===== src/rtl/mdu_seq.sv =====
// mdu_seq: iterative unsigned multiply/divide sequencer beside the EX stage.
// One bit per cycle through a single shared adder/subtractor and a shift
// register pair. Multiply is shift-add; divide is restoring.
// Optional feature macro: MDU_DIV_EN enables the divide datapath. When it is
// undefined, divide requests complete immediately with zero results and
// div_zero set.
module mdu_seq #(
  parameter int XLEN  = 32,
  parameter int CNT_W = 5
) (
  input  logic            clk,
  input  logic            rst,
  input  logic            req_valid,
  output logic            req_ready,
  input  logic            req_op,
  input  logic [XLEN-1:0] rs_val,
  input  logic [XLEN-1:0] rt_val,
  input  logic            flush,
  output logic            busy,
  output logic            res_valid,
  output logic [XLEN-1:0] mat_cop_res,
  output logic [XLEN-1:0] res_hi,
  output logic            div_zero
);

  typedef enum logic [1:0] {
    IDLE = 2'd0,
    RUN  = 2'd1,
    DONE = 2'd2
  } state_t;

  localparam logic [CNT_W-1:0] LAST_CNT = CNT_W'(XLEN - 1);

  state_t          state;
  logic [CNT_W-1:0] cnt;
  // acc_hi: product high half / partial remainder.
  // acc_lo: multiplier being consumed / dividend shifting into quotient.
  logic [XLEN-1:0] acc_hi;
  logic [XLEN-1:0] acc_lo;
  // Operand held for the whole run: multiplicand or divisor.
  logic [XLEN-1:0] opnd;
`ifdef MDU_DIV_EN
  logic            op_div;
`endif

  logic [XLEN:0]   alu_a;
  logic [XLEN:0]   alu_b;
  logic [XLEN:0]   alu_sum;
  logic [XLEN-1:0] nxt_hi;
  logic [XLEN-1:0] nxt_lo;
  logic            xfer;

  assign req_ready = (state != RUN) && !rst && !flush;
  assign xfer      = req_valid && req_ready;
  assign busy      = (state == RUN);
  assign res_valid = (state == DONE);

  // One iteration step: shared adder feeds the next shift-register contents.
  always_comb begin
    // NOTE: every signal gets a default before any branch so no latch is inferred.
    alu_a   = {1'b0, acc_hi};
    alu_b   = {1'b0, (acc_lo[0] ? opnd : '0)};
    alu_sum = alu_a + alu_b;
    // Multiply: keep the carry in bit XLEN, then shift the 2*XLEN+1 value right.
    nxt_hi  = alu_sum[XLEN:1];
    nxt_lo  = {alu_sum[0], acc_lo[XLEN-1:1]};
`ifdef MDU_DIV_EN
    if (op_div) begin
      // Shift the next dividend bit into the remainder, then trial-subtract.
      alu_a   = {acc_hi, acc_lo[XLEN-1]};
      alu_b   = {1'b0, opnd};
      alu_sum = alu_a - alu_b;
      if (alu_sum[XLEN]) begin
        // Borrow: remainder < divisor, restore and shift in a 0 quotient bit.
        nxt_hi = alu_a[XLEN-1:0];
        nxt_lo = {acc_lo[XLEN-2:0], 1'b0};
      end else begin
        nxt_hi = alu_sum[XLEN-1:0];
        nxt_lo = {acc_lo[XLEN-2:0], 1'b1};
      end
    end
`endif
  end

  // Sequencer FSM, iteration registers and result registers.
  always_ff @(posedge clk) begin
    // NOTE: sequential state uses non-blocking assignments so every register
    // samples the pre-edge values regardless of statement order.
    if (rst) begin
      state       <= IDLE;
      cnt         <= '0;
      acc_hi      <= '0;
      acc_lo      <= '0;
      opnd        <= '0;
`ifdef MDU_DIV_EN
      op_div      <= 1'b0;
`endif
      mat_cop_res <= '0;
      res_hi      <= '0;
      div_zero    <= 1'b0;
    end else begin
      case (state)
        RUN: begin
          if (flush) begin
            // Squash: results from the previous operation stay visible.
            state <= IDLE;
          end else begin
            acc_hi <= nxt_hi;
            acc_lo <= nxt_lo;
            cnt    <= cnt + 1'b1;
            if (cnt == LAST_CNT) begin
              state       <= DONE;
              mat_cop_res <= nxt_lo;
              res_hi      <= nxt_hi;
            end
          end
        end
        default: begin
          // IDLE and DONE behave alike: accept a new request or fall to IDLE.
          if (xfer) begin
            cnt      <= '0;
            div_zero <= 1'b0;
            if (req_op) begin
`ifdef MDU_DIV_EN
              if (rt_val == '0) begin
                // Divide by zero bypasses iteration entirely.
                state       <= DONE;
                mat_cop_res <= '1;
                res_hi      <= rs_val;
                div_zero    <= 1'b1;
              end else begin
                state  <= RUN;
                op_div <= 1'b1;
                acc_hi <= '0;
                acc_lo <= rs_val;
                opnd   <= rt_val;
              end
`else
              // No divider: flag the request and finish immediately.
              state       <= DONE;
              mat_cop_res <= '0;
              res_hi      <= '0;
              div_zero    <= 1'b1;
`endif
            end else begin
              state  <= RUN;
`ifdef MDU_DIV_EN
              op_div <= 1'b0;
`endif
              acc_hi <= '0;
              acc_lo <= rt_val;
              opnd   <= rs_val;
            end
          end else begin
            state <= IDLE;
          end
        end
      endcase
    end
  end

endmodule


===== config.mk =====
export PLATFORM = sky130hd
export DESIGN_NAME = mdu_seq
export DESIGN_NICKNAME = d
export VERILOG_FILES = /design/src/rtl/mdu_seq.sv
export SDC_FILE = /design/constraint.sdc
export NUM_CORES = 1
export LEC_CHECK = 0
export BUFFER_PORTS_ARGS = -buffer_cell sky130_fd_sc_hd__buf_2
export CORE_MARGIN = 2
export CORE_UTILIZATION = 57
export DETAILED_ROUTE_END_ITERATION = 16
export PLACE_DENSITY_LB_ADDON = 0.1
export SYNTH_ARGS = -nofsm -noshare
export SYNTH_HDL_FRONTEND = slang
export SYNTH_SLANG_ARGS = --single-unit

===== constraint.sdc =====
create_clock -name clk -period 3.8 [get_ports clk]
set_input_delay 0.19 -clock clk [delete_from_list [all_inputs] [get_ports clk]]
set_output_delay 0.19 -clock clk [all_outputs]
set_load 0.05 [all_outputs]

# Word-level counts from Yosys, hierarchy flattened
# Index checks and enable logic that the tools add are counted.
[word_totals]
word_cells = 58
regBits = 168
out_inout_bits = 68
inputBits = 69
[op_classes]
bitwise_logic = 2
reduce_logical = 12
add_sub_neg = 2
n_mux = 26
eq_ne = 8
[op_table]
columns = ["cell", "n"]
rows = [
  ["2-to-1 mux 32 bit", 17],
  ["adder 32 x 32 -> 33 bit", 1],
  ["2-to-1 mux 5 bit", 3],
  ["2-to-1 mux 2 bit", 5],
  ["inequality test 2 x 1 -> 1 bit (second input constant)", 3],
  ["AND reduction 3 bit", 2],
  ["adder 5 x 1 -> 5 bit (second input constant)", 1],
  ["== test 5 bit (second input constant)", 1],
  ["AND reduction 2 bit", 2],
  ["AND reduction 4 bit", 1],
  ["nonzero test 2 bit", 2],
  ["logical AND 1 bit", 3],
  ["inequality test 3 x 2 -> 1 bit (second input constant)", 1],
  ["== test 2 x 1 -> 1 bit (second input constant)", 1],
  ["== test 2 bit (second input constant)", 1],
  ["zero test 1 bit", 2],
  ["inequality test 2 bit (second input constant)", 1],
  ["inverter 1 bit", 2],
  ["2-to-1 mux 1 bit", 1],
]

# Logic depth before layout (Yosys ltp)
[logic_depth]
word_depth = 6
depth_mapped = 11
depth_no_buf = 11

# Worst setup path before layout
# Ideal clock, no wire load.
[synth_timing]
path_type = "reg-to-reg"
startpoint = "register acc_lo[0]"
endpoint = "register res_hi[28]"
arrival_time_ns = 2.616
synth_period_minus_slack_ns = 2.732
path_stages_with_launch = 12
n_path_buf = 1
required_ns = 3.683
setup_ns = 0.117
path_slack_ns = 1.068
cell_sequence = "dfxtp_1 > clkbuf_1 > nand2_1 > inv_1 > ha_1 > a21o_1 > and4_4 > o21a_1 > a311o_1 > or4_1 > and4_1 > a22o_1"
[synth_via]
elab_chain_cells = 5
[synth_rtl]
columns = ["element", "line", "source"]
rows = [
  ["start: declaration", "39", "logic [XLEN-1:0] acc_lo;"],
  ["start signal: assignment", "109", "acc_lo <= nxt_lo;"],
  ["start signal: assignment", "151", "acc_lo <= rt_val;"],
  ["2-to-1 mux 32 bit", "62", "alu_b = {1'b0, (acc_lo[0] ? opnd : '0)};"],
  ["adder 32 x 32 -> 33 bit", "63", "alu_sum = alu_a + alu_b;"],
  ["2-to-1 mux 32 bit", "111", "if (cnt == LAST_CNT) begin"],
  ["2-to-1 mux 32 bit", "104", "if (flush) begin"],
  ["2-to-1 mux 32 bit", "102", "case (state)"],
  ["end signal: assignment", "114", "res_hi <= nxt_hi;"],
  ["end: declaration", "22", "output logic [XLEN-1:0] res_hi,"],
]
# No other way between the ends. The select of a mux whose other input is x is not followed.
# A chain may end at the register's enable or synchronous reset.

# Final worst setup path
[layout_timing]
startpoint = "register acc_lo[0]"
endpoint = "register acc_hi[31]"
[layout_via]
elab_chain_cells = 4
[layout_rtl]
columns = ["element", "line", "source"]
rows = [
  ["2-to-1 mux 32 bit", "62", ""],
  ["adder 32 x 32 -> 33 bit", "63", ""],
  ["2-to-1 mux 32 bit", "104", ""],
  ["2-to-1 mux 32 bit", "102", ""],
  ["end signal: assignment", "108", "acc_hi <= nxt_hi;"],
  ["end: declaration", "38", "logic [XLEN-1:0] acc_hi;"],
]
# No other way between the ends. The select of a mux whose other input is x is not followed.

==> impl_metrics.ini <==
[yosys]
synth_cell_type_count = 57
synth_edf_count = 0
syn_avg_cell_area_um2 = 7.86
synth_top_area_share_pct = 40.6
yosys_warnings = 0
synth_mux_area_share_pct = 0.604
syn_nets = 1158
ys_dominant_reg_cell = dfxtp_1
syn_inst = 1054
async_reset_ff_share_pct = 0
synth-compound-area-share_pct = 22.5
synth_seq_area_share_pct = 40.6
yosys.area_share.simple_pct = 24.9
synth_fa_ha_area_share_pct = 5.38
synth.ff_latch_count = 168
synth_area_leader_cell = dfxtp_1
synth_top_family_by_area = simple AND/OR/NAND/NOR gates
synth_area_leaders = dfxtp_1 (41%), nand2_1 (9.8%), a21oi_1 (7.3%)
synth_area_um2 = 8290
synth_xor_area_share_pct = 2.22

[cells_and_area]
final_cell_mix = nand2_1 (217), dfxtp_1 (168), buf_2 (135)
syn_to_final_growth_pct = 19.5
drive_gt1_share_pct = 17.0
nets = 1275
layout_commonest_cell = nand2_1
diodes = 0

[min_path]
hold_path.class = input pin to flop
whs_path_depth = 3
hold_end = opnd[16]
hold_path.startpoint = rs_val[16]

[critical_path]
cp-start-kind = flop
r2r-end = acc_hi[31]
cp_max_fo = 22
path_class = flop to flop
r2r_start = acc_lo[0]
ff2ff_setup_slack_ns = 0.66
endpoint_kind = flop
crit_required_ns = 4.18
arrival_ns = 3.52
rr_worst_depth = 12

[power_and_ir_drop]
power_frac_comb_pct = 5.5
ir_worst_vdd_mv = 0.383
clkPwrFrac_pct = 48.0
power.internal_mw = 2.99
seq_power_share_pct = 46.5
powerDensity_nw_per_um2 = 392
power_switching_uw = 894
netSwitchingFraction_pct = 23.0
power_leakage_nw = 4.05

[clock_tree]
cts_htree_levels = 4
cts_tree = yes
post_cts_resized = 0
clkTransAtPathRegs_ns = 0.07
cts.sinks = 168
clockBufferDepth = 2
root_buffer = clkbuf_16
cts_buffers = 17
insertion_delay_ns = 0.43

[floorplan]
row_count = 44
ios = 137
initial_core_util_pct = 57.7
fp.coreArea_um2 = 14400
dieHeight_um = 125
fp.dieArea_um2 = 15500
dieWidth_um = 125

[sta]
worst_slack_ns = 0.659
finalSetupViolCount = 0
whs_ns = 0.0110
timing.setup.tns_ns = 0
hold_violations = 0
finalCritPeriodShare_pct = 82.6
max_freq_mhz = 318
fin_skew_ns = 0.0105
relSlewSlack_pct = 30.9
period_needed_ns = 3.14
tightest_slew_ns = 1.04
drv_slew = 0
rsz0062_at_grt = false

[place]
port_buffers = 136
dp_hpwl_um = 15100
gp_congestion = 0.925
pre_cts_slack_ns = 0.642

[routing]
ant_nets = 0
vias = 7983
post-route-drc-count = 0
wl_per_cell_um = 16.2
firstDrtPassIters = 5
vias_per_cell = 5.84
initialDrtViolationCount = 685
wirelength_um = 22200

[status]
outcome = finished, final reports clean

[grt]
grt_usage_pct = 28.7
antenna_found_initial = 0
grt_pass1_wl_um = 36700
grt_pass1_vias = 7509
grt_max_degree = 77
gr-total-overflow = 0

[job]
maxCapViolCount = 0
## synth_stat cells, types with 3 or more instances
cell and number:
ha_1 34, nand4_1 14, clkbuf_1 68, a21o_1 13, inv_1 10, nor4_1 3
nand2b_1 6, or3_1 3, or2_2 3, and2_1 33, a311oi_1 32, a22oi_1 11
mux2i_1 5, o211ai_1 4, nand2_1 217, dfxtp_1 168, xor2_1 7, buf_1 5
a22o_1 28, o31ai_1 5, nand3_1 52, o21bai_1 4, nand3b_1 6, or4_1 4
nor2_1 86, a31oi_1 6, o21ai_0 17, nor2b_1 4, a31o_2 3, nor3_1 21
a21oi_1 121, o21a_1 9, xnor2_1 14, a211oi_1 3, and3_1 5
## through the flow
step,total power [mW],area (um2),cells,util (%)
global route,4.00,9900,1366,68.9
global placement,2.04,9050,1314,63.0
CTS,3.91,9900,1366,68.9
finish,3.88,9900,1366,68.9
detailed placement,2.04,9050,1314,63.0
floorplan,1.96,8290,1054,-
## layout make-up
cell class | instances | area, um2
clock buffers | 18 | 439
clock inverters | 12 | 190
fillers | 1239 | 4470
inverters | 11 | 41.3
multi-input cells | 802 | 4630
flip-flops and latches | 168 | 3360
well taps | 184 | 230
repair buffers | 171 | 1000
## how the worst max path moves through the flow
stage	to	startpoint	cells past startpoint	slack, ns
after floorplan	res_hi[28]	acc_lo[0]	11	1.07
after global routing	res_hi[31]	acc_lo[0]	12	0.39
final	acc_hi[31]	acc_lo[0]	12	0.66
after CTS	acc_hi[31]	acc_lo[0]	12	0.62
after detailed placement	acc_hi[31]	acc_lo[0]	12	0.64
after global placement	acc_hi[31]	acc_lo[0]	12	0.76
## logic make-up (layout without fill, tap and decap cells)
| kind of cell | count (synthesis) | count (layout) |
|---|---|---|
| AND/OR/NAND/NOR | 462 | 462 |
| AO/OA/AOI/OAI | 279 | 279 |
| flip-flops | 168 | 168 |
| buffers and inverters | 84 | 212 |
| adder cells (fa/ha/maj) | 35 | 35 |
| XOR/XNOR | 21 | 21 |
| multiplexers | 5 | 5 |
## timing repair
action | 4_1_cts | 5_1_grt
hold endpoints to repair | 22 | 0
hold buffers | 22 | 0
setup buffers | 0 | 0
## sequential cells by signal, indices dropped and copies added (netlist names)
register and flops:
acc_lo 32, state 2, opnd 32, cnt 5, acc_hi 32, res_hi 32, div_zero 1, mat_cop_res 32
## power by group through the flow
stage | sequential (mW) | clock (mW) | combinational [mW]
4_1_cts | 1.80 | 1.89 | 0.213
3_5_place_dp | 1.84 | 0 | 0.195
2_1_floorplan | 1.84 | 0 | 0.121
5_1_grt | 1.81 | 1.95 | 0.238
6_report | 1.81 | 1.86 | 0.213
3_3_place_gp | 1.84 | 0 | 0.193
## metal layers
metal | global-route usage (%) | up-vias | share of wire [%]
met1 | 36.8 | 3722 | 44
met4 | 9.72 | 0 | 1.8
met2 | 47.4 | 263 | 47
li1 | - | 3965 | -
met5 | 0 | - | 0
met3 | 7.00 | 33 | 7.0
## worst max-delay path, stage by stage, from the launching register on
cell	delay, ns
dfxtp_1	0.34
buf_4	0.25
and2_1	0.16
ha_1	0.16
inv_1	0.06
fa_1	0.39
nor2b_1	0.16
o211ai_1	0.12
a31o_2	0.30
o21ai_0	0.33
a31oi_2	0.29
o31ai_1	0.36
a22o_1	0.16
(Power assumes the default switching activity.)
